**src/rtl/fpu_pkg.sv**
```systemverilog
// Shared FPU arbiter types: 32-bit float format (1/10/21, bias 511), core status codes, arbiter states.
package fpu_pkg;

  localparam int EXP_W    = 10;
  localparam int MANT_W   = 21;
  localparam int EXP_BIAS = 511;
  localparam int FP_W     = 1 + EXP_W + MANT_W;

  typedef logic [FP_W-1:0] fp_t;

  typedef enum logic [3:0] {
    OVERFLOW  = 4'd0,
    UNDERFLOW = 4'd1,
    EXACT     = 4'd2,
    INEXACT   = 4'd3
  } status_t;

  typedef enum logic [1:0] {
    IDLE  = 2'd0,
    ISSUE = 2'd1,
    WAIT  = 2'd2,
    RESP  = 2'd3
  } arb_state_t;

  typedef arb_state_t state_t;

  // Builds a float from sign, unbiased exponent and mantissa field.
  function automatic fp_t fp_pack(logic sign, int exp_unb, logic [MANT_W-1:0] mant);
    logic [EXP_W-1:0] e;
    e = EXP_W'(exp_unb + EXP_BIAS);
    return {sign, e, mant};
  endfunction

endpackage

```
**src/rtl/fpu_arbiter_if.sv**
```systemverilog
// Requester, core and response bundle of the FPU arbiter.
// slave is the arbiter's view; master is the surrounding requesters, core and response sink.
interface fpu_arbiter_if #(
  parameter int N_REQ = 4
);
  import fpu_pkg::*;

  localparam int ID_W = $clog2(N_REQ);

  logic [N_REQ-1:0]    req_valid;
  logic [N_REQ*32-1:0] req_op_a;
  logic [N_REQ*32-1:0] req_op_b;
  logic [N_REQ-1:0]    req_ready;

  fp_t     fpu_op_a;
  fp_t     fpu_op_b;
  logic    fpu_start;
  logic    fpu_done;
  fp_t     fpu_result;
  status_t fpu_status;

  logic            rsp_valid;
  logic            rsp_ready;
  logic [ID_W-1:0] rsp_id;
  fp_t             rsp_data;
  status_t         rsp_status;
  logic            rsp_timeout;
  logic            busy;

  modport master (
    output req_valid, req_op_a, req_op_b,
    input  req_ready,
    input  fpu_op_a, fpu_op_b, fpu_start,
    output fpu_done, fpu_result, fpu_status,
    input  rsp_valid, rsp_id, rsp_data, rsp_status, rsp_timeout, busy,
    output rsp_ready
  );

  modport slave (
    input  req_valid, req_op_a, req_op_b,
    output req_ready,
    output fpu_op_a, fpu_op_b, fpu_start,
    input  fpu_done, fpu_result, fpu_status,
    output rsp_valid, rsp_id, rsp_data, rsp_status, rsp_timeout, busy,
    input  rsp_ready
  );

endinterface

```
**src/rtl/fpu_arbiter_rr_picker.sv**
```systemverilog
// Combinational round-robin picker: first valid requester scanning from rr_ptr upward, wrapping.
// Zero latency; no flow control of its own.
module fpu_arbiter_rr_picker #(
  parameter int N_REQ = 4,
  parameter int ID_W  = 2
) (
  input  logic [N_REQ-1:0] req_valid,
  input  logic [ID_W-1:0]  rr_ptr,
  output logic [N_REQ-1:0] grant_oh,
  output logic [ID_W-1:0]  grant_idx,
  output logic             grant_any
);

  // Scan from the far end so the slot closest to rr_ptr is written last and wins.
  always_comb begin
    logic [ID_W-1:0] slot;
    slot      = '0;
    grant_oh  = '0;
    grant_idx = '0;
    grant_any = 1'b0;
    for (int k = N_REQ - 1; k >= 0; k--) begin
      slot = ID_W'((int'(rr_ptr) + k) % N_REQ);
      if (req_valid[slot]) begin
        grant_any      = 1'b1;
        grant_idx      = slot;
        grant_oh       = '0;
        grant_oh[slot] = 1'b1;
      end
    end
  end

endmodule

```
**src/rtl/fpu_arbiter.sv**
```systemverilog
// Round-robin share of one FPU core, one op in flight; FPU_ARB_TIMEOUT_EN adds an abort after TIMEOUT WAIT cycles.
// Accept -> fpu_start next cycle -> rsp_valid one cycle after fpu_done; rsp_valid holds until rsp_ready, no grants meanwhile.
module fpu_arbiter
  import fpu_pkg::*;
#(
  parameter int N_REQ   = 4,
  parameter int TIMEOUT = 64
) (
  input logic          clock_100Khz,
  input logic          reset,
  fpu_arbiter_if.slave bus
);

  localparam int ID_W = $clog2(N_REQ);

  arb_state_t       state;
  logic [ID_W-1:0]  rr_ptr;
  logic [ID_W-1:0]  cur_id;
  logic [ID_W-1:0]  grant_idx;
  logic [ID_W-1:0]  rr_next;
  logic [N_REQ-1:0] grant_oh;
  logic             grant_any;
  fp_t              op_a_arr [N_REQ];
  fp_t              op_b_arr [N_REQ];

  for (genvar i = 0; i < N_REQ; i++) begin : g_slice
    assign op_a_arr[i] = bus.req_op_a[32*i +: 32];
    assign op_b_arr[i] = bus.req_op_b[32*i +: 32];
  end

  fpu_arbiter_rr_picker #(
    .N_REQ (N_REQ),
    .ID_W  (ID_W)
  ) u_picker (
    .req_valid (bus.req_valid),
    .rr_ptr    (rr_ptr),
    .grant_oh  (grant_oh),
    .grant_idx (grant_idx),
    .grant_any (grant_any)
  );

  assign rr_next       = (cur_id == ID_W'(N_REQ - 1)) ? '0 : cur_id + ID_W'(1);
  // Gated by reset so nothing is accepted while the core is held in reset.
  assign bus.req_ready = (reset && state == IDLE) ? grant_oh : '0;
  assign bus.busy      = (state != IDLE);
  assign bus.rsp_id    = cur_id;

`ifdef FPU_ARB_TIMEOUT_EN
  localparam int CNT_W = $clog2(TIMEOUT + 1);
  logic [CNT_W-1:0] wait_cnt;
  logic             to_hit;
  assign to_hit = (wait_cnt == CNT_W'(TIMEOUT - 1));
`else
  logic unused_timeout_cfg;
  assign unused_timeout_cfg = ^TIMEOUT;
  assign bus.rsp_timeout    = 1'b0;
`endif

  always_ff @(posedge clock_100Khz or negedge reset) begin
    if (!reset) begin
      state          <= IDLE;
      rr_ptr         <= '0;
      cur_id         <= '0;
      bus.fpu_op_a   <= '0;
      bus.fpu_op_b   <= '0;
      bus.fpu_start  <= 1'b0;
      bus.rsp_valid  <= 1'b0;
      bus.rsp_data   <= '0;
      bus.rsp_status <= EXACT;
`ifdef FPU_ARB_TIMEOUT_EN
      bus.rsp_timeout <= 1'b0;
      wait_cnt        <= '0;
`endif
    end else begin
      bus.fpu_start <= 1'b0;
      case (state)
        IDLE: begin
          if (grant_any) begin
            cur_id        <= grant_idx;
            bus.fpu_op_a  <= op_a_arr[grant_idx];
            bus.fpu_op_b  <= op_b_arr[grant_idx];
            bus.fpu_start <= 1'b1;
            state         <= ISSUE;
          end
        end
        ISSUE: begin
`ifdef FPU_ARB_TIMEOUT_EN
          wait_cnt <= '0;
`endif
          state <= WAIT;
        end
        WAIT: begin
          // A done coinciding with the timeout cycle is a normal completion.
          if (bus.fpu_done) begin
            bus.rsp_data   <= bus.fpu_result;
            bus.rsp_status <= bus.fpu_status;
            bus.rsp_valid  <= 1'b1;
`ifdef FPU_ARB_TIMEOUT_EN
            bus.rsp_timeout <= 1'b0;
`endif
            state <= RESP;
          end
`ifdef FPU_ARB_TIMEOUT_EN
          else if (to_hit) begin
            bus.rsp_data    <= '0;
            bus.rsp_status  <= INEXACT;
            bus.rsp_timeout <= 1'b1;
            bus.rsp_valid   <= 1'b1;
            state           <= RESP;
          end else begin
            wait_cnt <= wait_cnt + 1'b1;
          end
`endif
        end
        RESP: begin
          if (bus.rsp_ready) begin
            bus.rsp_valid <= 1'b0;
            rr_ptr        <= rr_next;
            state         <= IDLE;
          end
        end
        default: state <= IDLE;
      endcase
    end
  end

endmodule

```
**src/flat_wrapper.sv**
```systemverilog
// flat-port wrapper written by rule: the top's interface ports become plain ports
module fpu_arbiter_flat import fpu_pkg::*;
#(
  parameter int N_REQ   = 4,
  parameter int TIMEOUT = 64
)
  (clock_100Khz, reset, bus_req_valid, bus_req_op_a, bus_req_op_b, bus_req_ready, bus_fpu_op_a, bus_fpu_op_b, bus_fpu_start, bus_fpu_done, bus_fpu_result, bus_fpu_status, bus_rsp_valid, bus_rsp_id, bus_rsp_data, bus_rsp_status, bus_rsp_timeout, bus_busy, bus_rsp_ready);
  fpu_arbiter_if #(.N_REQ(N_REQ)) bus_i ();
  input logic clock_100Khz;
  input logic reset;
  input wire logic [$bits(bus_i.req_valid)-1:0] bus_req_valid;
  input wire logic [$bits(bus_i.req_op_a)-1:0] bus_req_op_a;
  input wire logic [$bits(bus_i.req_op_b)-1:0] bus_req_op_b;
  output wire logic [$bits(bus_i.req_ready)-1:0] bus_req_ready;
  output wire logic [$bits(bus_i.fpu_op_a)-1:0] bus_fpu_op_a;
  output wire logic [$bits(bus_i.fpu_op_b)-1:0] bus_fpu_op_b;
  output wire logic [$bits(bus_i.fpu_start)-1:0] bus_fpu_start;
  input wire logic [$bits(bus_i.fpu_done)-1:0] bus_fpu_done;
  input wire logic [$bits(bus_i.fpu_result)-1:0] bus_fpu_result;
  input wire logic [$bits(bus_i.fpu_status)-1:0] bus_fpu_status;
  output wire logic [$bits(bus_i.rsp_valid)-1:0] bus_rsp_valid;
  output wire logic [$bits(bus_i.rsp_id)-1:0] bus_rsp_id;
  output wire logic [$bits(bus_i.rsp_data)-1:0] bus_rsp_data;
  output wire logic [$bits(bus_i.rsp_status)-1:0] bus_rsp_status;
  output wire logic [$bits(bus_i.rsp_timeout)-1:0] bus_rsp_timeout;
  output wire logic [$bits(bus_i.busy)-1:0] bus_busy;
  input wire logic [$bits(bus_i.rsp_ready)-1:0] bus_rsp_ready;
  assign bus_i.req_valid = bus_req_valid;
  assign bus_i.req_op_a = bus_req_op_a;
  assign bus_i.req_op_b = bus_req_op_b;
  assign bus_req_ready = bus_i.req_ready;
  assign bus_fpu_op_a = bus_i.fpu_op_a;
  assign bus_fpu_op_b = bus_i.fpu_op_b;
  assign bus_fpu_start = bus_i.fpu_start;
  assign bus_i.fpu_done = bus_fpu_done;
  assign bus_i.fpu_result = bus_fpu_result;
  assign bus_i.fpu_status = bus_fpu_status;
  assign bus_rsp_valid = bus_i.rsp_valid;
  assign bus_rsp_id = bus_i.rsp_id;
  assign bus_rsp_data = bus_i.rsp_data;
  assign bus_rsp_status = bus_i.rsp_status;
  assign bus_rsp_timeout = bus_i.rsp_timeout;
  assign bus_busy = bus_i.busy;
  assign bus_i.rsp_ready = bus_rsp_ready;
  fpu_arbiter #(.N_REQ(N_REQ), .TIMEOUT(TIMEOUT)) u_core (.clock_100Khz(clock_100Khz), .reset(reset), .bus(bus_i));
endmodule
```
**config.mk**
```make
export PLATFORM = sky130hd
export DESIGN_NAME = fpu_arbiter_flat
export DESIGN_NICKNAME = d
export VERILOG_FILES = /design/src/rtl/fpu_pkg.sv /design/src/rtl/fpu_arbiter_if.sv /design/src/rtl/fpu_arbiter_rr_picker.sv /design/src/rtl/fpu_arbiter.sv /design/src/flat_wrapper.sv
export SDC_FILE = /design/constraint.sdc
export NUM_CORES = 1
export LEC_CHECK = 0
export BUFFER_PORTS_ARGS = -buffer_cell sky130_fd_sc_hd__buf_2
export CAP_MARGIN = 5
export CORE_AREA = 5 5 157 159
export CTS_BUF_LIST = sky130_fd_sc_hd__clkbuf_4 sky130_fd_sc_hd__clkbuf_8
export CTS_CLUSTER_SIZE = 16
export DETAILED_ROUTE_END_ITERATION = 7
export DIE_AREA = 0 0 162 164
export SYNTH_ARGS = -nofsm -noshare
export SYNTH_HDL_FRONTEND = slang
export SYNTH_HIERARCHICAL = 1
export SYNTH_SLANG_ARGS = --single-unit
```
**constraint.sdc**
```tcl
create_clock -name clock_100Khz -period 5.1 [get_ports clock_100Khz]
set_input_delay 0.765 -clock clock_100Khz [delete_from_list [all_inputs] [get_ports clock_100Khz]]
set_output_delay 0.765 -clock clock_100Khz [all_outputs]
set_load 0.01 [all_outputs]
```
* Word-level counts from Yosys, hierarchy flattened *
Index checks and enable logic that the tools add are counted.

storage, ports and cells
  register bits = 108
  word-level logic and storage cells = 88

operators by class
  multiplexer cells = 45
  reductions and logical operators = 13
  $lt $le $gt $ge = 9
  equality and inequality tests = 7
  add/subtract/negate cells = 4
  bitwise logic cells = 1

operators by type and width
  cell                                                                    number
  32-bit binary-select mux with 2-bit select                              2
  32-bit two-way mux                                                      4
  4-bit two-way mux                                                       5
  1-bit two-way mux                                                       16
  2-bit two-way mux                                                       8
  2-bit by 3-bit < comparator with 1-bit output (second input constant)   4
  1-bit binary-select mux with 2-bit select                               4
  1-bit demux with 2-bit select                                           4
  2-bit by 1-bit >= comparator with 1-bit output (second input constant)  4
  2-bit case mux with 4 select lines                                      1
  2-bit == test (second input constant)                                   3
  2-bit AND reduction                                                     3
  3-bit AND reduction                                                     2
  1-bit logical AND                                                       5
  2-bit by 1-bit adder with 2-bit output (second input constant)          2
  2-bit adder (second input constant)                                     2
  2-bit != test (second input constant)                                   2
  2-bit nonzero test                                                      2
  3-bit >= comparator (second input constant)                             1
  2-bit NOT with 3-bit output                                             1
  2-bit by 1-bit == test with 1-bit output (second input constant)        1
  2-bit zero test                                                         1
  2-bit by 1-bit != test with 1-bit output (second input constant)        1
  1-bit case mux with 2 select lines                                      1

* Depth between registers and ports, before layout *
  depth after elaboration = 11
  depth in mapped cells = 13
  depth with buffers taken out = 8

* Hierarchy *
The synthesis kept the hierarchy.

modules (own cells, without submodules)
  module                 seq. area each (sq um)  area each (sq um)  instances  cells each
  fpu_arbiter            2703.8                  5770.5             1          477
  fpu_arbiter_rr_picker  0.0                     509.2              1          61

* Worst setup path after synthesis *
No wires, ideal clock.

  path kind = reg-to-output
  start point = reg u_core.rr_ptr[0]
  end point = out bus_req_ready[0]
  stages on the path, launching flop included = 10
  arrival = 2.218 ns
  buffers on the path = 2
  data required time = 4.335 ns
  slack = 2.117 ns
  path through = dfrtp_1 buf_6 inv_1 ha_1 buf_2 or3b_2 nand3_1 nand4_1 a31oi_1 and3_1

on the way
  cells in the longest elaborated chain, start to end = 10
  elaborated cells on any way between the ends = 36
  those cells by class = add/sub: 3; order compare: 8; mux: 21; reduce/logical: 4

ends and longest elaborated chain
  what                                                                                                                                          RTL line                     RTL
  start: declaration                                                                                                                            fpu_arbiter.sv:17            logic [ID_W-1:0] rr_ptr;
  start signal: assignment                                                                                                                      fpu_arbiter.sv:118           rr_ptr <= rr_next;
  2-bit adder                                                                                                                                   fpu_arbiter_rr_picker.sv:22  slot = ID_W'((int'(rr_ptr) + k) % N_REQ);
  2-bit by 3-bit < comparator with 1-bit output (implied by the code) / 2-bit by 1-bit >= comparator with 1-bit output (equally long branches)  fpu_arbiter_rr_picker.sv:27  grant_oh[slot] = 1'b1;
  1-bit logical AND (implied by the code)                                                                                                       fpu_arbiter_rr_picker.sv:27
  1-bit two-way mux (implied by the code)                                                                                                       fpu_arbiter_rr_picker.sv:27
  1-bit demux with 2-bit select                                                                                                                 fpu_arbiter_rr_picker.sv:27
  4-bit two-way mux (3 in a row)                                                                                                                fpu_arbiter_rr_picker.sv:23  if (req_valid[slot]) begin
  4-bit two-way mux (*)                                                                                                                         fpu_arbiter_rr_picker.sv:23
  via u_core.grant_oh[0]                                                                                                                        fpu_arbiter.sv:21            logic [N_REQ-1:0] grant_oh;
  4-bit two-way mux (*)                                                                                                                         fpu_arbiter.sv:44            assign bus.req_ready = (reset && state == IDLE) ? grant_oh : '0;
  end: declaration                                                                                                                              flat_wrapper.sv:14           output wire logic [$bits(bus_i.req_ready)-1:0] bus_req_ready;

Mark *: on every way through the listed nets, which the timed path passes. The rest lies on a longest branch. The select of a mux whose other input is x is not followed.

* Worst setup path after layout *
Same ends and word-level chain as after synthesis.

==> summary.md <==
| Metric | Value |
|---|---|
| Fmax | between 200 and 300 MHz |
| Cell Pwr Density | ~570 nW/um^2 |
| Top routing layer used | met5 |
| #FFs+latches synth | between 100 and 150 |
| Fin. max-slew vios | 0 |
| First-pass GRT wire length | around 33000 um |
| Pleak | about 4.6 nW |
| CTS sink count | 108 |
| RSZ-0062 raised after global routing | no |
| Fin crit period | around 3.8 ns |
| Hold-fix buffers at CTS | 0 |
| CTS buffer count | 9 |
| Post-layout net count | about 1200 |
| Final setup viols | 0 |
| Vias per std cell | approximately 4.8 |
| Gr usage total | approximately 16% |
| Status | completed |
| Drt total wl | ~22000 um |
| Met2 WL | between 10000 and 15000 um |
| Post-DRT Antenna Nets | 0 |
| Post-synth ARST share | 100% |
| Met1 wire length | around 8500 um |
| Data arrival, critical path | slightly above 3 ns |
| Boundary Pins | 410 |
| Die Span Y | 164 um |
| Layout cells sized above 1 | 53.4% |
| Setup TNS | 0 ns |
| Highest net fanout along the worst path | 17 |
| Largest net degree at the start of global routing | 71 |
| Number of flops mapped to enable cells by yosys | 0 |
| Critical path data required time | between 4 and 5 ns |
| Pre-antenna DRT Iters | 4 |
| Layout Cells excl Fill | about 1200 |
| Worst setup SP type | flip-flop |
| Final period util | about three quarters |
| Post-DP HPWL | approximately 17000 um |
| Post-CTS Setup Bufs | 0 |
| GPL Wtd Cong | roughly 0.84 |
| Slew HR | a little under half |
| Final Skew | 0.0208 ns |
| Post-synth top area share | roughly 43% |
| Maxcap violations | 0 |
| Worst-Margin Slew | 0.819 ns |
| CTS Buffer Depth | 2 |
| Row count | 56 |
| Die area | between 20000 and 30000 um^2 |
| Max VDD drop | approximately 0.0003 V |
| Crit path cell chain | inv_1, ha_1, or3b_2, nand3_1, nand4_1, a31oi_1, and3_1, buf_2 |
| CTS tree | built |
| Core area | roughly 23000 um^2 |
| Slowest CP cell | dfrtp_1 |
| Hold Vio Cnt, Final | 0 |
| Port buffer count | between 400 and 500 |
| Syn Area/Cell | 11.7 um^2 |
| Hold Path Class | input pin to asynchronous set/reset pin |
| DRT iter0 DRCs | a little under 400 |
| Diode count | 0 |
| Synth area leader | dfrtp_1 |
| Register area share after synthesis | around 43% |
| Yosys warns | 6 |
| Via Count | 5795 |
| Synth area leaders | dfrtp_1, mux2i_1, o221ai_1, mux2_2, nand2_1 |
| Post-Syn Nets | around 850 |
| Resized Gates After CTS | 0 |
| Placed Cells | approximately 1200 |
| Met3 WL post-DR | 2190 um |
| Initial antenna violation count | 1 |
| Mapped Cells | 538 |
| Post-synth top flop | dfrtp_1 |
| Global route overflow | 0 |
| Initial Util | between 20% and 30% |
| Max stage delay on crit path | between 0.7 and 0.8 ns |
| Drt wl/cell | 18.1 um |
| Root buf cell | clkbuf_8 |
| Crit. End Element | output pin |
| Critical path type | flip-flop to output pin |
| Chip width | between 150 and 200 um |
| Htree depth | 3 |
| Post-Syn Area | ~6300 um^2 |
| Vias in the first global route | between 6000 and 7000 |
| CTS clk-pin slew, worst paths | 0.12 ns |
| Post-synthesis cell type count | 42 |
| Post-route DRC violation count | 0 |
| Clock latency on the worst-skew pair | 0.38 ns |
| Synth-to-Final Area Change | 38.0% |
## path summary, 6_finish.rpt
path | startpoint | end | slack (ns) | cells past startpoint
min in group clock_100Khz | u_core/bus.fpu_op_b[24]$_DFFE_PN0P_ | u_core/bus.fpu_op_b[24]$_DFFE_PN0P_ | 0.49 | 2
hold / removal | reset | u_core/bus.rsp_data[29]$_DFFE_PN0P_ | 0.39 | 1
max in group asynchronous | reset | u_core/bus.fpu_op_a[25]$_DFFE_PN0P_ | 3.45 | 2
hold reg to reg | u_core/bus.fpu_op_b[24]$_DFFE_PN0P_ | u_core/bus.fpu_op_b[24]$_DFFE_PN0P_ | 0.49 | 2
setup reg to reg | u_core/rr_ptr[0]$_DFFE_PN0P_ | u_core/bus.fpu_op_b[8]$_DFFE_PN0P_ | 1.38 | 8
setup / recovery | u_core/rr_ptr[0]$_DFFE_PN0P_ | bus_req_ready[0] | 1.27 | 8
## layout make-up
class	instances	area, um^2
fillers	2355	14500
multi-input cells	378	3260
flip-flops and latches	108	2700
repair buffers	415	2120
well taps	290	363
clock buffers	10	131
clock inverters	6	55.1
inverters	8	30.0
## critical path, delay by kind of cell (launching register included)
| kind | cells | cell delay, ns |
|---|---|---|
| fa+ha+maj | 1 | 0.48 |
| compound gates | 1 | 0.18 |
| buf+inv | 2 | 0.37 |
| flops | 1 | 0.73 |
| simple gates | 4 | 0.91 |
## cell usage after synthesis, types with 2 or more instances
master and number:
o221ai_2 10, buf_4 14, a21oi_1 4, a22oi_1 4, mux4_2 2, o21ai_0 5, a31oi_1 4, clkbuf_1 7
nand2b_1 2, and3_1 4, mux2_2 40, buf_2 14, nor2_1 9, ha_1 14, nor2b_1 2, buf_6 9
nand4_1 4, dfrtp_1 107, nand2_1 72, mux2i_1 129, o221ai_1 55, inv_1 7
## kinds of logic (layout without fill, tap and decap cells)
group                    after synthesis  count (layout)  synth area share (%)
multiplexers                         174             174                  29.3
flip-flops                           108             108                  43.1
AND/OR/NAND/NOR                      103             103                  7.31
AO/OA/AOI/OAI                         86              86                  12.2
buffers and inverters                 52             439                  5.30
adder cells (fa/ha/maj)               14              14                  2.79
other                                  1               1                0.0597
## power breakdown
group          switching (mW)  internal (mW)
clock                   0.326          0.193
sequential              0.261           1.29
combinational            1.57           1.29
## metal layers
metal | global-route usage [%] | vias up
li1 | - | 2775
met1 | 19.0 | 2716
met2 | 27.1 | 283
met3 | 5.67 | 19
met4 | 4.11 | 2
met5 | 0 | -
## cell usage in the layout, fill, tap and decap left out, types with 2 or more instances in the layout
cell type / netlist / routed
clkbuf_8: 0 / 9
nand4_1: 4 / 4
nor2_1: 9 / 9
a21oi_1: 4 / 3
nand2_1: 72 / 71
buf_12: 0 / 2
buf_2: 14 / 407
nand2_2: 1 / 2
dfrtp_1: 107 / 107
a22oi_1: 4 / 4
nor2b_1: 2 / 2
mux4_2: 2 / 2
ha_1: 14 / 14
inv_1: 7 / 7
and3_1: 4 / 4
a31oi_1: 4 / 4
o21ai_0: 5 / 5
inv_8: 0 / 2
o221ai_2: 10 / 10
buf_4: 14 / 6
mux2_2: 40 / 40
o221ai_1: 55 / 55
clkinvlp_4: 0 / 2
mux2i_1: 129 / 129
## registers in the layout, summed over array words and instances, names as in the netlist
register and count:
u_core/bus.fpu_op_a 32, u_core/bus.fpu_op_b 32, u_core/bus.fpu_start 1, u_core/bus.rsp_data 32
u_core/bus.rsp_id 2, u_core/bus.rsp_status 4, u_core/bus.rsp_valid 1, u_core/rr_ptr 2
u_core/state 2
## through the flow
stage / area (um^2) / power (mW) / worst slack [ns] / utilization, % / hold WS (ns)
floorplan: 6280 / 3.52 / 2.12 / - / 0.469
global placement: 8480 / 4.42 / 1.47 / 36.7 / 0.463
detailed placement: 8480 / 4.48 / 1.40 / 36.7 / 0.468
CTS: 8660 / 5.02 / 1.23 / 37.5 / 0.383
global route: 8660 / 5.36 / 0.906 / 37.5 / 0.410
finish: 8660 / 4.94 / 1.27 / 37.5 / 0.394
Note: power is estimated with default switching activity, not from simulation.
